==> src/rtl/led_bar_decoder.sv <==
// LED bar bus monitor: debounces the 8-LED pattern, decodes the thermometer level,
// tracks fill/empty direction and flags illegal patterns and illegal level steps.
module led_bar_decoder #(
  parameter int STABLE_CYCLES = 4,
  parameter int CNT_W         = 16
) (
  input  logic             clk,
  input  logic             rst,
  input  logic             clear_i,
  input  logic [7:0]       bar_in,
  output logic [3:0]       level_o,
  output logic             level_valid_o,
  output logic             dir_o,
  output logic             thermo_err_o,
  output logic             seq_err_o,
  output logic [7:0]       err_cnt_o,
  output logic [CNT_W-1:0] cycle_cnt_o
);

  localparam int SW = $clog2(STABLE_CYCLES + 1);
  localparam logic [SW-1:0] STAB_MAX = SW'(STABLE_CYCLES);

  logic [7:0]       bar_q, cand_q, cand_d, acc_q, acc_d;
  logic [SW-1:0]    stab_q, stab_d;
  logic [3:0]       level_q, level_d, last_q, last_d, n_lvl;
  logic             dir_q, dir_d, vld_q, vld_d, terr_q, terr_d, serr_q, serr_d;
  logic [7:0]       err_q, err_d;
  logic [CNT_W-1:0] cyc_q, cyc_d;
  logic             fire, step_ok, err_inc, cyc_inc;

  // Legal bar patterns are contiguous ones from the bottom LED: p & (p+1) == 0.
  function automatic logic is_thermo(input logic [7:0] p);
    logic [8:0] p1;
    p1 = {1'b0, p} + 9'd1;
    return (p & p1[7:0]) == 8'h00;
  endfunction

  function automatic logic [3:0] popcnt(input logic [7:0] p);
    logic [3:0] c;
    c = 4'd0;
    for (int i = 0; i < 8; i++) c = c + {3'd0, p[i]};
    return c;
  endfunction

  always_comb begin
    cand_d  = cand_q;
    stab_d  = stab_q;
    if (bar_q != cand_q) begin
      cand_d = bar_q;
      stab_d = SW'(1);
    end else if (stab_q != STAB_MAX) begin
      stab_d = stab_q + SW'(1);
    end
    // Second term covers STABLE_CYCLES==1, where a new run starts already saturated.
    fire    = (stab_d == STAB_MAX) && ((bar_q != cand_q) || (stab_q != STAB_MAX));
    n_lvl   = popcnt(cand_d);
    acc_d   = acc_q;
    level_d = level_q;
    last_d  = last_q;
    dir_d   = dir_q;
    vld_d   = 1'b0;
    terr_d  = 1'b0;
    serr_d  = 1'b0;
    err_inc = 1'b0;
    cyc_inc = 1'b0;
    step_ok = 1'b1;
    if (fire && (cand_d != acc_q)) begin
      if (!is_thermo(cand_d)) begin
        terr_d  = 1'b1;
        err_inc = 1'b1;
      end else begin
        acc_d   = cand_d;
        level_d = n_lvl;
        vld_d   = 1'b1;
        if (n_lvl != 4'd0) begin
          if (dir_q)
            step_ok = (n_lvl == last_q) || (n_lvl == last_q + 4'd1);
          else
            step_ok = (n_lvl == last_q) || (n_lvl == last_q - 4'd1) ||
                      ((last_q == 4'd1) && (n_lvl == 4'd2));
          last_d = n_lvl;
          if (step_ok) begin
            if (!dir_q && (last_q == 4'd1) && (n_lvl == 4'd2)) dir_d = 1'b1;
            if (n_lvl == 4'd8) begin
              dir_d   = 1'b0;
              cyc_inc = (last_q == 4'd7);
            end
          end else begin
            serr_d  = 1'b1;
            err_inc = 1'b1;
            if (n_lvl == 4'd8)      dir_d = 1'b0;
            else if (n_lvl == 4'd1) dir_d = 1'b1;
          end
        end
      end
    end
    if (clear_i)                        err_d = 8'h00;
    else if (err_inc && err_q != 8'hFF) err_d = err_q + 8'd1;
    else                                err_d = err_q;
    cyc_d = clear_i ? '0 : cyc_q + CNT_W'(cyc_inc);
  end

  always_ff @(posedge clk or posedge rst) begin
    if (rst) begin
      bar_q   <= 8'h00;
      cand_q  <= 8'h00;
      stab_q  <= '0;
      acc_q   <= 8'h00;
      level_q <= 4'd0;
      last_q  <= 4'd0;
      dir_q   <= 1'b1;
      vld_q   <= 1'b0;
      terr_q  <= 1'b0;
      serr_q  <= 1'b0;
      err_q   <= 8'h00;
      cyc_q   <= '0;
    end else begin
      bar_q   <= bar_in;
      cand_q  <= cand_d;
      stab_q  <= stab_d;
      acc_q   <= acc_d;
      level_q <= level_d;
      last_q  <= last_d;
      dir_q   <= dir_d;
      vld_q   <= vld_d;
      terr_q  <= terr_d;
      serr_q  <= serr_d;
      err_q   <= err_d;
      cyc_q   <= cyc_d;
    end
  end

  assign level_o       = level_q;
  assign level_valid_o = vld_q;
  assign dir_o         = dir_q;
  assign thermo_err_o  = terr_q;
  assign seq_err_o     = serr_q;
  assign err_cnt_o     = err_q;
  assign cycle_cnt_o   = cyc_q;

endmodule

==> config.mk <==
export PLATFORM = sky130hd
export DESIGN_NAME = led_bar_decoder
export DESIGN_NICKNAME = d
export VERILOG_FILES = /design/src/rtl/led_bar_decoder.sv
export SDC_FILE = /design/constraint.sdc
export NUM_CORES = 1
export LEC_CHECK = 0
export BUFFER_PORTS_ARGS = -buffer_cell sky130_fd_sc_hd__buf_2
export CORE_MARGIN = 2
export CORE_UTILIZATION = 52
export DETAILED_ROUTE_END_ITERATION = 8
export GPL_TIMING_DRIVEN = 0
export PLACE_DENSITY = 0.77
export SLEW_MARGIN = 20
export SYNTH_ARGS = -nofsm -noshare
export SYNTH_HDL_FRONTEND = slang
export SYNTH_SLANG_ARGS = --single-unit
==> constraint.sdc <==
create_clock -name clk -period 4.8 [get_ports clk]
set_clock_uncertainty 0.1 [all_clocks]
set_input_delay 0.24 -clock clk [delete_from_list [all_inputs] [get_ports clk]]
set_output_delay 0.24 -clock clk [all_outputs]
set_load 0.03 [all_outputs]
==> summary by stage, run 1 <==
Status
The flow ran to the end, but the final reports show violations. The checks that failed: negative setup slack.

Global route
The via count of the first global-routing pass is between 2000 and 3000. The global-route wire length before repair is 12.3 mm. In the global route stage, overall resource usage came out at 22.0%. The number of antenna violations at the first check in global routing is 0. After global routing the overflow that remains totals 0.

The pin count of the biggest net entering global routing is 55.

Yosys
Summing the sequential cell areas from Yosys gives 48.1% of the chip area. In this run, synthesis produced a sequential element count of 63. The net count of the mapped netlist is 365. The number of instances in the synthesized netlist is 337. The Yosys step of the flow raised 0 warnings. Synthesis instantiated 42 different standard cells from the library.

The number of enable-type register cells in the synthesized netlist is 0. In this run the mean area of a mapped cell was 9.73 um^2. The cell area that synthesis handed to floorplanning was 3280 um^2. The fraction of synthesis flops using an asynchronous set or reset pin is 100%. The most used flip-flop cell after synthesis is dfrtp_1.

Setup path
The critical path is of the reg2reg type. Data on the critical path is required at its endpoint by 4910 ps. Traced cell by cell, the critical path runs through inv_2 -> fa_1 -> fa_1 -> fa_1 -> inv_2 -> ha_4 -> fa_2 -> buf_8 -> xnor2_4 -> and3_4 -> nand3_4 -> a221oi_4 -> nor4_4 -> nor4_4 -> ha_2 -> and4_4 -> and4_1 -> nand2_1 -> xor2_1 -> nor2_1. Along the worst path, the maximum fanout reaches 5. The critical path capture point type is a flop.

For the worst setup path, the data arrival time is just over 5000 ps. The worst setup path is launched from a flop. The stage delay of the slowest cell on the critical path is about 540 ps. The library cell appearing most often on the critical path is fa_1.

The cell class contributing the biggest share of worst-path delay is adder cells. The number of buffers and inverters on the critical path is 3. The cell type of the slowest stage on the worst timing path is fa_1.

STA
The final max-slew violation count came to 0. The final-report setup violation count is 16. At the pin with the least slew margin, the transition time is roughly 1200 ps. Setup repair after global routing could not meet its margin everywhere. Timing would allow up to 202 MHz. In the post-route analysis, the smallest setup slack over all paths is -149 ps. Headroom to the max-slew limit came out at 21.0%.

The number of hold violations in the final report is 0. The routed design could run at a clock period as short as a little under 5000 ps. The minimum hold slack is around 200 ps.

Dividing the final minimum period by the clock period gives 103%.

Cells and area
The library cells used most frequently in the layout, excluding fill and tap cells, are dfrtp_1, nand2_1, buf_2. The number of nets in the final layout is 444. The library cell used most frequently in the layout, excluding fill and tap cells, is dfrtp_1. After routing the design area is between 4000 and 5000 um^2.

Cells with a size suffix above 1 make up slightly below 30% of the layout. Counting the fill cells in the layout gives 407. The area growth from synthesis to layout is 32.4%. The antenna diode count is 0.

CTS
Clock tree synthesis inserted a total of 9 buffers. The clock-pin slew on the worst setup and hold paths is 80 ps. The clock passes through at most 2 buffers. The later-pin clock latency in the skew report is 350 ps.

The CTS tree is built. Counting every sink on the clock net gives 63. The count of H-tree levels built during CTS is 3. CTS placed an instance of clkbuf_8 at the clock tree root.

Placement
The final HPWL from detailed placement is around 4.7 mm. The global placement routability congestion is 0.844. In this run the tool buffered the top-level ports with 41 buffer cells.

Once placement finished, the instance area stood at 3700 um^2.

Die
The horizontal die dimension is 83.4 um. In this run the count of I/O pins placed on the die edge is 43. The number of standard-cell rows in the floorplan is 28. The die outline area is 6960 um^2. The floorplan die height is 83.4 um. After floorplanning, the core was sized to cover between 5000 and 6000 um^2.

The starting utilization of the core area is a little over half.

Power
The share of total power dissipated in sequential elements is 41.7%. In this run, the clock network consumes about a third of the power. Power spread over the standard cell area amounts to 300 nW/um^2.

The internal power contribution is 0.917 mW. The worst voltage drop across the vdd grid is roughly 0.24 mV. The share of power burned in combinational logic is around 23%. Net switching is 29.7% of the power. The net switching power is approximately 0.39 mW. In this run the static leakage power is 2.08 nW.

Route
The via total after detailed routing is 2707. The initial detailed-routing violation count is 110. The residual antenna-violating net count after detailed routing is 0. The overall routed net length is 7.39 mm. The vias per cell is between 5 and 6. Dividing the detail-routed wire length by the instance count gives 14.9 um.

For this run, the detailed router's first-pass iteration total came to 4. After detailed routing, the number of remaining DRC violations is 0.

Hold path
The path class of the lowest-slack min-delay path is in2reg.

Flow run
The tool flagged a number of max-cap violations equal to 0.
-- worst paths after layout --
check,from,end,slack [ps],cells after the start
worst max-delay path,bar_q[1]$_DFF_PP0_,cycle_cnt_o[14]$_DFF_PP0_,-150,20
worst min-delay path,clear_i,cycle_cnt_o[0]$_DFF_PP0_,200,2
worst max register to register,bar_q[1]$_DFF_PP0_,cycle_cnt_o[14]$_DFF_PP0_,-150,20
worst min register to register,level_o[0]$_DFFE_PP0P_,level_o[0]$_DFFE_PP0P_,390,2
max in group asynchronous,rst,dir_o$_DFFE_PP1P_,3820,4
min in group asynchronous,rst,err_cnt_o[2]$_DFFE_PP0P_,230,3
-- registers in the layout (all words and copies together), names as in the netlist --
register       count
last_q             4
cycle_cnt_o       16
acc_q              8
level_o            4
cand_q             8
level_valid_o      1
dir_o              1
stab_q             3
thermo_err_o       1
bar_q              8
seq_err_o          1
err_cnt_o          8
-- power groups by stage --
stage | logic (mW) | registers (mW) | clock network (mW)
after global placement | 0.188 | 0.555 | 0
after global routing | 0.320 | 0.545 | 0.496
after detailed placement | 0.195 | 0.556 | 0
after CTS | 0.258 | 0.544 | 0.468
final | 0.299 | 0.544 | 0.460
after floorplan | 0.156 | 0.554 | 0
-- per-layer routing --
layer  track usage [%]  wire [um]  up-vias
met2              37.0       3630       94
met4              8.94        210        0
li1                  -          -     1293
met1              26.7       3160     1297
met5                 0          0        -
met3              5.77        394       23
-- synth_stat cells (all sizes together), types with 2 or more instances --
cell	number	area, um^2
nor4	6	43.8
nor2	23	86.3
and4	2	17.5
or3	4	25.0
dfrtp	62	1550
o21ai	13	65.1
or4	4	30.0
nor2b	5	31.3
fa	4	80.1
xor2	24	210
inv	22	82.6
clkbuf	17	65.1
o31ai	5	37.5
ha	13	163
xnor2	15	131
a221oi	2	17.5
nand2	46	173
and3	9	56.3
and2	2	12.5
a22oi	3	22.5
nor3	6	30.0
nand4	7	43.8
a21oi	7	38.8
nand3	22	115
-- what timing repair did --
| item | CTS | global route |
|---|---|---|
| buffers inserted | 11 | 5 |
| pin swaps | 11 | 19 |
| hold buffers | 9 | 0 |
| resized for setup | 21 | 22 |
| endpoints found under the setup margin | 24 | 24 |
| gates cloned | 0 | 1 |
| hold endpoints to repair | 70 | 0 |
-- cell type report --
class	instances	area [um^2]	share of cell area (%)
sequential	63	1580	36.4
buffer	18	87.6	2.02
multi-input combinational	234	1830	42.2
clock inverter	7	73.8	1.70
tap	75	93.8	2.16
inverter	22	85.1	1.96
timing repair buffer	68	462	10.6
clock buffer	9	124	2.85
-- metrics by stage --
stage          instances  setup TNS (ps)  power, mW  setup slack (ps)  util (%)
2_1_floorplan        337            -503      0.710              -148         -
3_3_place_gp         453           -3550      0.743              -452      61.2
3_5_place_dp         454           -5590      0.751              -578      61.7
4_1_cts              490           -2040       1.27              -305      69.9
5_1_grt              496           -4680       1.36              -360      72.4
6_report             496           -1080       1.30              -149      72.4
-- cell families after synthesis --
family / share of synthesized area [%]
multiplexers: 0.649
buffers and inverters: 4.73
XOR/XNOR: 11.1
AO/OA/AOI/OAI: 6.79
flip-flops: 48.1
adder cells (fa/ha/maj): 7.40
AND/OR/NAND/NOR: 21.2
Note: power is estimated with default switching activity, not from simulation.
==> run 2, diff against run 1 <==
--- a/config.mk
+++ b/config.mk
@@ -10,2 +10,3 @@
 export CORE_UTILIZATION = 52
+export CTS_CLUSTER_DIAMETER = 200
 export DETAILED_ROUTE_END_ITERATION = 8
==> constraint.sdc (replaced) <==
create_clock -name clk -period 4.8 [get_ports clk]
set_clock_uncertainty 0.1 [all_clocks]
set_input_delay 0.72 -clock clk [delete_from_list [all_inputs] [get_ports clk]]
set_output_delay 0.72 -clock clk [all_outputs]
set_load 0.03 [all_outputs]
==> summary by stage, run 2 (synthesis results as in run 1) <==
Setup path
The library cell appearing most often on the critical path is fa_1 (unchanged). The launch point of the critical path is bar_q[1]$_DFF_PP0_ (unchanged). The stage delay of the slowest cell on the critical path is 540 ps (about the same). The critical path class is reg2reg (unchanged). The data required time at the worst endpoint is 4910 ps (about the same). Crit path cell chain: inv_2 -> fa_1 -> fa_1 -> fa_1 -> inv_2 -> ha_4 -> fa_2 -> buf_8 -> xnor2_4 -> and3_4 -> nand3_4 -> a221oi_4 -> nor4_4 -> nor4_4 -> ha_2 -> and4_4 -> and4_1 -> nand2_1 -> xor2_1 -> nor2_1 (unchanged).

The critical path endpoint is cycle_cnt_o[14]$_DFF_PP0_ (unchanged). The setup slack on the worst flop-to-flop path came to -140 ps (was -150 ps). The data arrival time at the worst-slack endpoint is 5050 ps (was 5060 ps). The critical path capture point type is a flop (unchanged). The maximum fanout along the worst path was 5 (unchanged). The cell type of the slowest stage on the worst timing path is fa_1 (unchanged).

The path depth of the worst reg2reg path came to 20 (unchanged). The critical path startpoint category was a flop (unchanged). The start of the worst register-to-register path is bar_q[1]$_DFF_PP0_ (unchanged). The reg-to-reg endpoint is cycle_cnt_o[14]$_DFF_PP0_ (unchanged).

STA
The shortest period the worst path allows was 4940 ps (was 4950 ps). The final total negative setup slack is -1070 ps (was -1080 ps). The actual slew at the worst max-slew pin is 1170 ps (about the same). The worst max-slew margin expressed relative to the limit is 21.3% (was 21.0%). The number of hold violations in the final report is 0 (unchanged). Setup repair after global routing missed its margin: true (unchanged).

The final-report setup violation count came to 16 (unchanged). The post-route worst setup slack is -145 ps (was -149 ps). The final max-slew violation count is 0 (unchanged). The portion of the clock cycle consumed by the worst path in the final layout was 103% (about the same).

The highest attainable clock frequency is 202 MHz (about the same).

CTS
The clock sink count is 63 (unchanged). The cts-stage hold buffer count was 0 (was 9). The cell at the root of the clock tree is clkbuf_8 (unchanged). The maximum buffer depth of the clock tree came to 2 (unchanged). The clock-pin slew on the worst setup and hold paths was 80 ps (about the same).

The clock buffer count from CTS is 9 (unchanged). The count of H-tree levels built during CTS was 3 (unchanged). The later-pin clock latency in the skew report came to 340 ps (was 350 ps). The CTS tree is built (unchanged).

Cells and area
Most frequent cells in the layout: dfrtp_1, nand2_1, buf_2 (unchanged). The number of flip-flops in the largest register is 16 (unchanged). The number of nets in the final layout is 435 (was 444).

The fraction of final layout cells sized beyond drive strength 1 is 29.6% (was 29.0%). The relative area change from synthesis to final layout is 29.6% (was 32.4%). The antenna diode count came to 0 (unchanged). The area of all placed cells without fillers was 4250 um^2 (was 4340 um^2).

The most common library cell in the layout ignoring fill and taps is dfrtp_1 (unchanged). The non-filler instance count after layout came to 487 (was 496).

Power
The leakage power figure is 2.04 nW (was 2.08 nW). The worst voltage drop across the vdd grid is 0.242 mV (about the same). The power per cell area came to 305 nW/um^2 (was 300 nW/um^2).

Route
The topmost layer with routed signal wires is met4 (unchanged). The post-detailed-route DRC marker count was 0 (unchanged). The vias per cell is 5.47 (was 5.46). The initial detailed-routing violation count is 94 (was 110). The residual antenna-violating net count after detailed routing is 0 (unchanged). The wire length on met2 is 3.58 mm (was 3.63 mm). The routed wirelength normalized by instance count is 15.0 um (was 14.9 um). The overall routed net length came to 7.30 mm (was 7.39 mm).

The sum of routed wire segments on met1 is 3.14 mm (was 3.16 mm). The routed length on met3 came to 383 um (was 394 um). The via total after detailed routing is 2666 (was 2707). The detailed-router iteration count before antenna repair is 4 (unchanged).

Die
The number of top-level design ports came to 43 (unchanged). The core box area is 5990 um^2 (unchanged). The starting utilization of the core area is 54.7% (unchanged). The die outline area came to 6960 um^2 (unchanged). The horizontal die dimension is 83.4 um (unchanged). The number of standard-cell rows in the floorplan is 28 (unchanged). The floorplan die height came to 83.4 um (unchanged).

Global route
The total congestion overflow was 0 (unchanged). The pin count of the biggest net entering global routing is 55 (unchanged). The global-route wire length before repair came to 12.1 mm (was 12.3 mm). The via count of the first global-routing pass is 2676 (was 2730). The number of antenna violations at the first check in global routing came to 0 (unchanged).

The total routing usage reported by global routing is 21.7% (was 22.0%).

Placement
The global placement routability congestion is 0.844 (unchanged). The final HPWL from detailed placement is 4.71 mm (unchanged). The cell area after placement is 3700 um^2 (unchanged). The cell count after placement is 454 (unchanged). The number of port buffers is 41 (unchanged).

Status
Failing checks: negative setup slack (unchanged). Outcome: finished, violations left (unchanged).

Flow run
The number of max-cap violations came to 0 (unchanged).

Hold path
The path class of the lowest-slack min-delay path is in2async (was in2reg).
## run 2: cell count changes in the layout (fill, tap and decap cells not counted), sizes merged
cell	delta
dlygate4sd3	-9
## run 2: per-stage QoR
stage | utilization, % | power (mW) | worst slack [ps] | hold WS, ps
floorplan | - | 0.710 | -148 | 358
global placement | 61.2 | 0.743 | -452 | 359
detailed placement | 61.7 | 0.751 | -578 | 359
CTS | 68.4 | 1.26 | -305 | 163
global route | 70.9 | 1.35 | -360 | 171
finish | 70.9 | 1.30 | -145 | 170
## run 2: what timing repair did
item | 4_1_cts | 5_1_grt
cloned | 0 | 1
pin swaps | 11 | 19
resized for setup | 21 | 22
setup endpoints to repair | 24 | 24
buffers inserted | 11 | 5
## run 2: area by class of cell
class,instances,area (um^2)
Buffer,18,87.6
Sequential cell,63,1580
Fill cell,415,1740
Inverter,22,85.1
Timing Repair Buffer,59,372
Clock inverter,7,73.8
Clock buffer,9,124
Multi-Input combinational cell,234,1830
Tap cell,75,93.8
## run 2: layer usage
| layer | GRT usage [%] | vias to the layer above |
|---|---|---|
| met4 | 8.94 | 0 |
| met1 | 26.6 | 1284 |
| met3 | 5.77 | 19 |
| li1 | - | 1274 |
| met2 | 36.2 | 89 |
| met5 | 0 | - |
## run 2: critical path, delay by kind of cell, from the launching register on
family / cells / cell delay, ps
adders and majority gates: 6 / 2400
and+or+nand+nor: 8 / 1100
AOI/OAI and AO/OA: 1 / 330
buffers and inverters: 3 / 230
DFF: 1 / 380
xor gates and xnor gates: 2 / 260
## run 2: report_power, final
part	switching (mW)	internal (mW)	total, mW
clock	0.220	0.240	0.460
combinational	0.159	0.134	0.293
sequential	0.00647	0.538	0.544
## run 2: worst min-delay path by stage
stage | startpoint | depth (start not counted) | slack (ps) | to
2_1_floorplan | acc_q[2]$_DFFE_PP0P_ | 2 | 360 | acc_q[2]$_DFFE_PP0P_
5_1_grt | rst | 2 | 170 | err_cnt_o[2]$_DFFE_PP0P_
4_1_cts | rst | 2 | 160 | err_cnt_o[2]$_DFFE_PP0P_
3_5_place_dp | level_o[0]$_DFFE_PP0P_ | 2 | 360 | level_o[0]$_DFFE_PP0P_
6_report | rst | 2 | 170 | err_cnt_o[2]$_DFFE_PP0P_
3_3_place_gp | level_o[3]$_DFFE_PP0P_ | 2 | 360 | level_o[3]$_DFFE_PP0P_
==> run 3, diff against run 2 <==
- ABC_AREA: default -> 1
- clock period: 4.8 -> 4.4 ns (I/O delays scaled with it)
==> summary by stage, run 3 <==
Route
The detailed-router iteration count before antenna repair is 6 (was 4). The via total after detailed routing was 3210 (was 2666). The post-detailed-route DRC marker count is 0 (unchanged).

The vias per cell was 5.45 (was 5.47). The residual antenna-violating net count after detailed routing is 0 (unchanged). The initial detailed-routing violation count is 202 (was 94). The routed wirelength normalized by instance count is 15.0 um (about the same).

The overall routed net length is 8.86 mm (was 7.30 mm).

STA
The actual slew at the worst max-slew pin was 508 ps (was 1170 ps). Setup repair after global routing missed its margin: true (unchanged). The final max-slew violation count came to 0 (unchanged). The post-route worst setup slack is -747 ps (was -145 ps). The number of hold violations in the final report came to 0 (unchanged). The final total negative setup slack is -8340 ps (was -1070 ps). The shortest period the worst path allows is 5150 ps (was 4940 ps). The final-report setup violation count is 15 (was 16). The highest attainable clock frequency came to 194 MHz (was 202 MHz). The worst max-slew margin expressed relative to the limit is 66.1% (was 21.3%). The portion of the clock cycle consumed by the worst path in the final layout is 117% (was 103%).

Yosys
Top cells by area, synth: dfrtp_1, nand2_1, inv_1 (was dfrtp_1, xor2_1, nand2_1). The post-synthesis simple-gate area fraction is 27.0% (was 21.2%). The synthesized-area fraction occupied by ao, oa, aoi and oai cells came to 6.54% (was 6.79%).

The xor and xnor fraction of the mapped netlist area is 4.86% (was 11.1%). The synthesized flop and latch total is 63 (unchanged). The area fraction of the dominant cell type after synthesis is 45.3% (was 47.3%). The most used standard cell by instance count after synthesis is nand2_1 (was dfrtp_1).

The number of enable-type register cells in the synthesized netlist was 0 (unchanged). The warning count from the yosys run is 0 (unchanged). The portion of netlist area occupied by mux cells came to 0% (was 0.649%). The count of unique library cells instantiated by Yosys is 34 (was 42). The top cell type by total area after synthesis is dfrtp_1 (unchanged). The main combinational cell family by area after synthesis is simple AND/OR/NAND/NOR gates (unchanged). List of most frequent post-synthesis cells: nand2_1, dfrtp_1, inv_1 (was dfrtp_1, nand2_1, xor2_1). The number of instances in the synthesized netlist is 416 (was 337). The cell area after synthesis is 3430 um^2 (was 3280 um^2).

The most frequently used flop master after synthesis is dfrtp_1 (unchanged). The mean post-synth cell area is 8.24 um^2 (was 9.73 um^2). The net count of the mapped netlist is 444 (was 365). The fraction of synthesis flops using an asynchronous set or reset pin is 100% (unchanged). The synthesized-area fraction occupied by adder cells is 7.09% (was 7.40%). The fraction of the yosys area taken by sequential cells is 46.1% (was 48.1%).

Cells and area
Most frequent cells in the layout: nand2_1, dfrtp_1, inv_1 (was dfrtp_1, nand2_1, buf_2). The most common library cell in the layout ignoring fill and taps was nand2_1 (was dfrtp_1). The number of filler instances in the final layout is 454 (was 415). The fraction of final layout cells sized beyond drive strength 1 came to 30.3% (was 29.6%). The final cell utilization of the core is 70.2% (was 70.9%). The number of nets in the final layout came to 535 (was 435). The number of flip-flops in the largest register came to 16 (unchanged). The non-filler instance count after layout is 589 (was 487).

The antenna diode count is 0 (unchanged). The relative area change from synthesis to final layout is 30.2% (was 29.6%). The footprint of the flip-flops and latches is 1580 um^2 (about the same). The combined area of the multi-input logic cells is 1720 um^2 (was 1830 um^2).

Setup path
The data arrival time at the worst-slack endpoint is 5340 ps (was 5050 ps). The critical path class was reg2reg (unchanged). The path depth of the worst reg2reg path is 28 (was 20). The critical path startpoint category is a flop (unchanged).

The launch point of the critical path is bar_q[1]$_DFF_PP0_ (unchanged). The setup slack on the worst flop-to-flop path is -750 ps (was -140 ps). The buffering stage count on the worst path with inverters included is 15 (was 3). The reg-to-reg endpoint is seq_err_o$_DFF_PP0_ (was cycle_cnt_o[14]$_DFF_PP0_). The data required time at the worst endpoint is 4590 ps (was 4910 ps).

The maximum fanout along the worst path is 6 (was 5). The stage delay of the slowest cell on the critical path came to 550 ps (was 540 ps). The cell type of the slowest stage on the worst timing path was fa_1 (unchanged). The start of the worst register-to-register path is bar_q[1]$_DFF_PP0_ (unchanged). The critical path capture point type is a flop (unchanged).

The cell class contributing the biggest share of worst-path delay is adder cells (unchanged). The library cell appearing most often on the critical path is buf_4 (was fa_1).

Die
The number of top-level design ports was 43 (unchanged). The number of standard-cell rows in the floorplan is 29 (was 28). The die outline area is 7250 um^2 (was 6960 um^2). The core box area is 6350 um^2 (was 5990 um^2). The starting utilization of the core area came to 54.0% (was 54.7%).

The floorplan die height is 85.2 um (was 83.4 um). The horizontal die dimension is 85.2 um (was 83.4 um).

CTS
The clock sink count is 63 (unchanged). The cts-stage hold buffer count is 0 (unchanged). The maximum buffer depth of the clock tree came to 2 (unchanged). The cell at the root of the clock tree is clkbuf_8 (unchanged). The later-pin clock latency in the skew report is 350 ps (was 340 ps). The clock buffer count from CTS is 9 (unchanged). The count of H-tree levels built during CTS is 3 (unchanged).

The CTS tree is built (unchanged). The clock-pin slew on the worst setup and hold paths is 80 ps (about the same).

Placement
The pre-CTS setup slack came to -848 ps (was -578 ps). The cell count after placement came to 535 (was 454). The number of port buffers is 41 (unchanged).

The global placement routability congestion was 0.896 (was 0.844). The final HPWL from detailed placement is 5.07 mm (was 4.71 mm).

Hold path
The path class of the lowest-slack min-delay path is in2async (unchanged).

Flow run
The number of max-cap violations is 0 (unchanged).

Status
Failing checks: negative setup slack (unchanged). Outcome: finished, violations left (unchanged).

Global route
The via count of the first global-routing pass is 2991 (was 2676). The number of antenna violations at the first check in global routing is 0 (unchanged). The global-route wire length before repair is 14.0 mm (was 12.1 mm).

The total routing usage reported by global routing is 24.3% (was 21.7%). The pin count of the biggest net entering global routing came to 43 (was 55). The total congestion overflow is 0 (unchanged).

Power
The power per cell area is 355 nW/um^2 (was 305 nW/um^2). The worst voltage drop across the vdd grid is 0.278 mV (was 0.242 mV). The leakage power figure is 2.35 nW (was 2.04 nW).
## run 3: worst max path at each step
stage	cells past startpoint	to	slack [ps]
floorplan	28	cycle_cnt_o[15]$_DFF_PP0_	-410
global placement	27	cycle_cnt_o[15]$_DFF_PP0_	-810
detailed placement	27	cycle_cnt_o[15]$_DFF_PP0_	-850
CTS	28	cycle_cnt_o[12]$_DFF_PP0_	-590
global route	28	cycle_cnt_o[12]$_DFF_PP0_	-920
finish	28	seq_err_o$_DFF_PP0_	-750
## run 3: cell type report
type,instances,share of cell area [%]
multi-input combinational,282,38.5
sequential,63,35.4
timing repair buffer,80,12.1
inverter,56,4.77
clock buffer,11,3.39
tap,77,2.16
buffer,15,1.82
clock inverter,5,1.80
## run 3: worst register-to-register path, delay by kind of cell (launching register included)
family	cells	cell delay, ps
flip-flops	1	390
AND/OR/NAND/NOR	8	680
buffers and inverters	15	1740
adder cells (fa/ha/maj)	5	2170
## run 3: routing by layer
| metal | global-route usage (%) | vias to the layer above | share of wire (%) | routed length (um) |
|---|---|---|---|---|
| li1 | - | 1512 | - | - |
| met1 | 32.5 | 1528 | 41 | 3630 |
| met2 | 38.8 | 131 | 49 | 4360 |
| met3 | 6.03 | 39 | 6.1 | 538 |
| met4 | 8.51 | 0 | 3.8 | 340 |
| met5 | 0 | - | 0 | 0 |
## run 3: report_power, final
| group | total [mW] | internal (mW) | switching (mW) |
|---|---|---|---|
| Sequential | 0.593 | 0.586 | 0.00681 |
| Combinational | 0.402 | 0.191 | 0.211 |
| Clock | 0.588 | 0.349 | 0.239 |
| Total | 1.58 | 1.13 | 0.457 |
## run 3: kinds of logic (layout without fill, tap and decap cells)
logic type	Yosys count	after routing
buf+inv	71	167
compound gates	42	42
simple gates	204	204
xor+xnor	19	19
flops	63	63
fa+ha+maj	17	17
## run 3: timing repair
action / CTS / global route
setup endpoints to repair: 13 / 25
setup buffers: 32 / 9
resized for setup: 21 / 26
pin swaps: 11 / 8
## run 3: through the flow
stage	total power, mW	area [um^2]	hold WS (ps)
floorplan	0.777	3470	378
global placement	0.820	3770	370
detailed placement	0.826	3790	360
CTS	1.50	4300	164
global route	1.65	4460	183
finish	1.58	4460	153
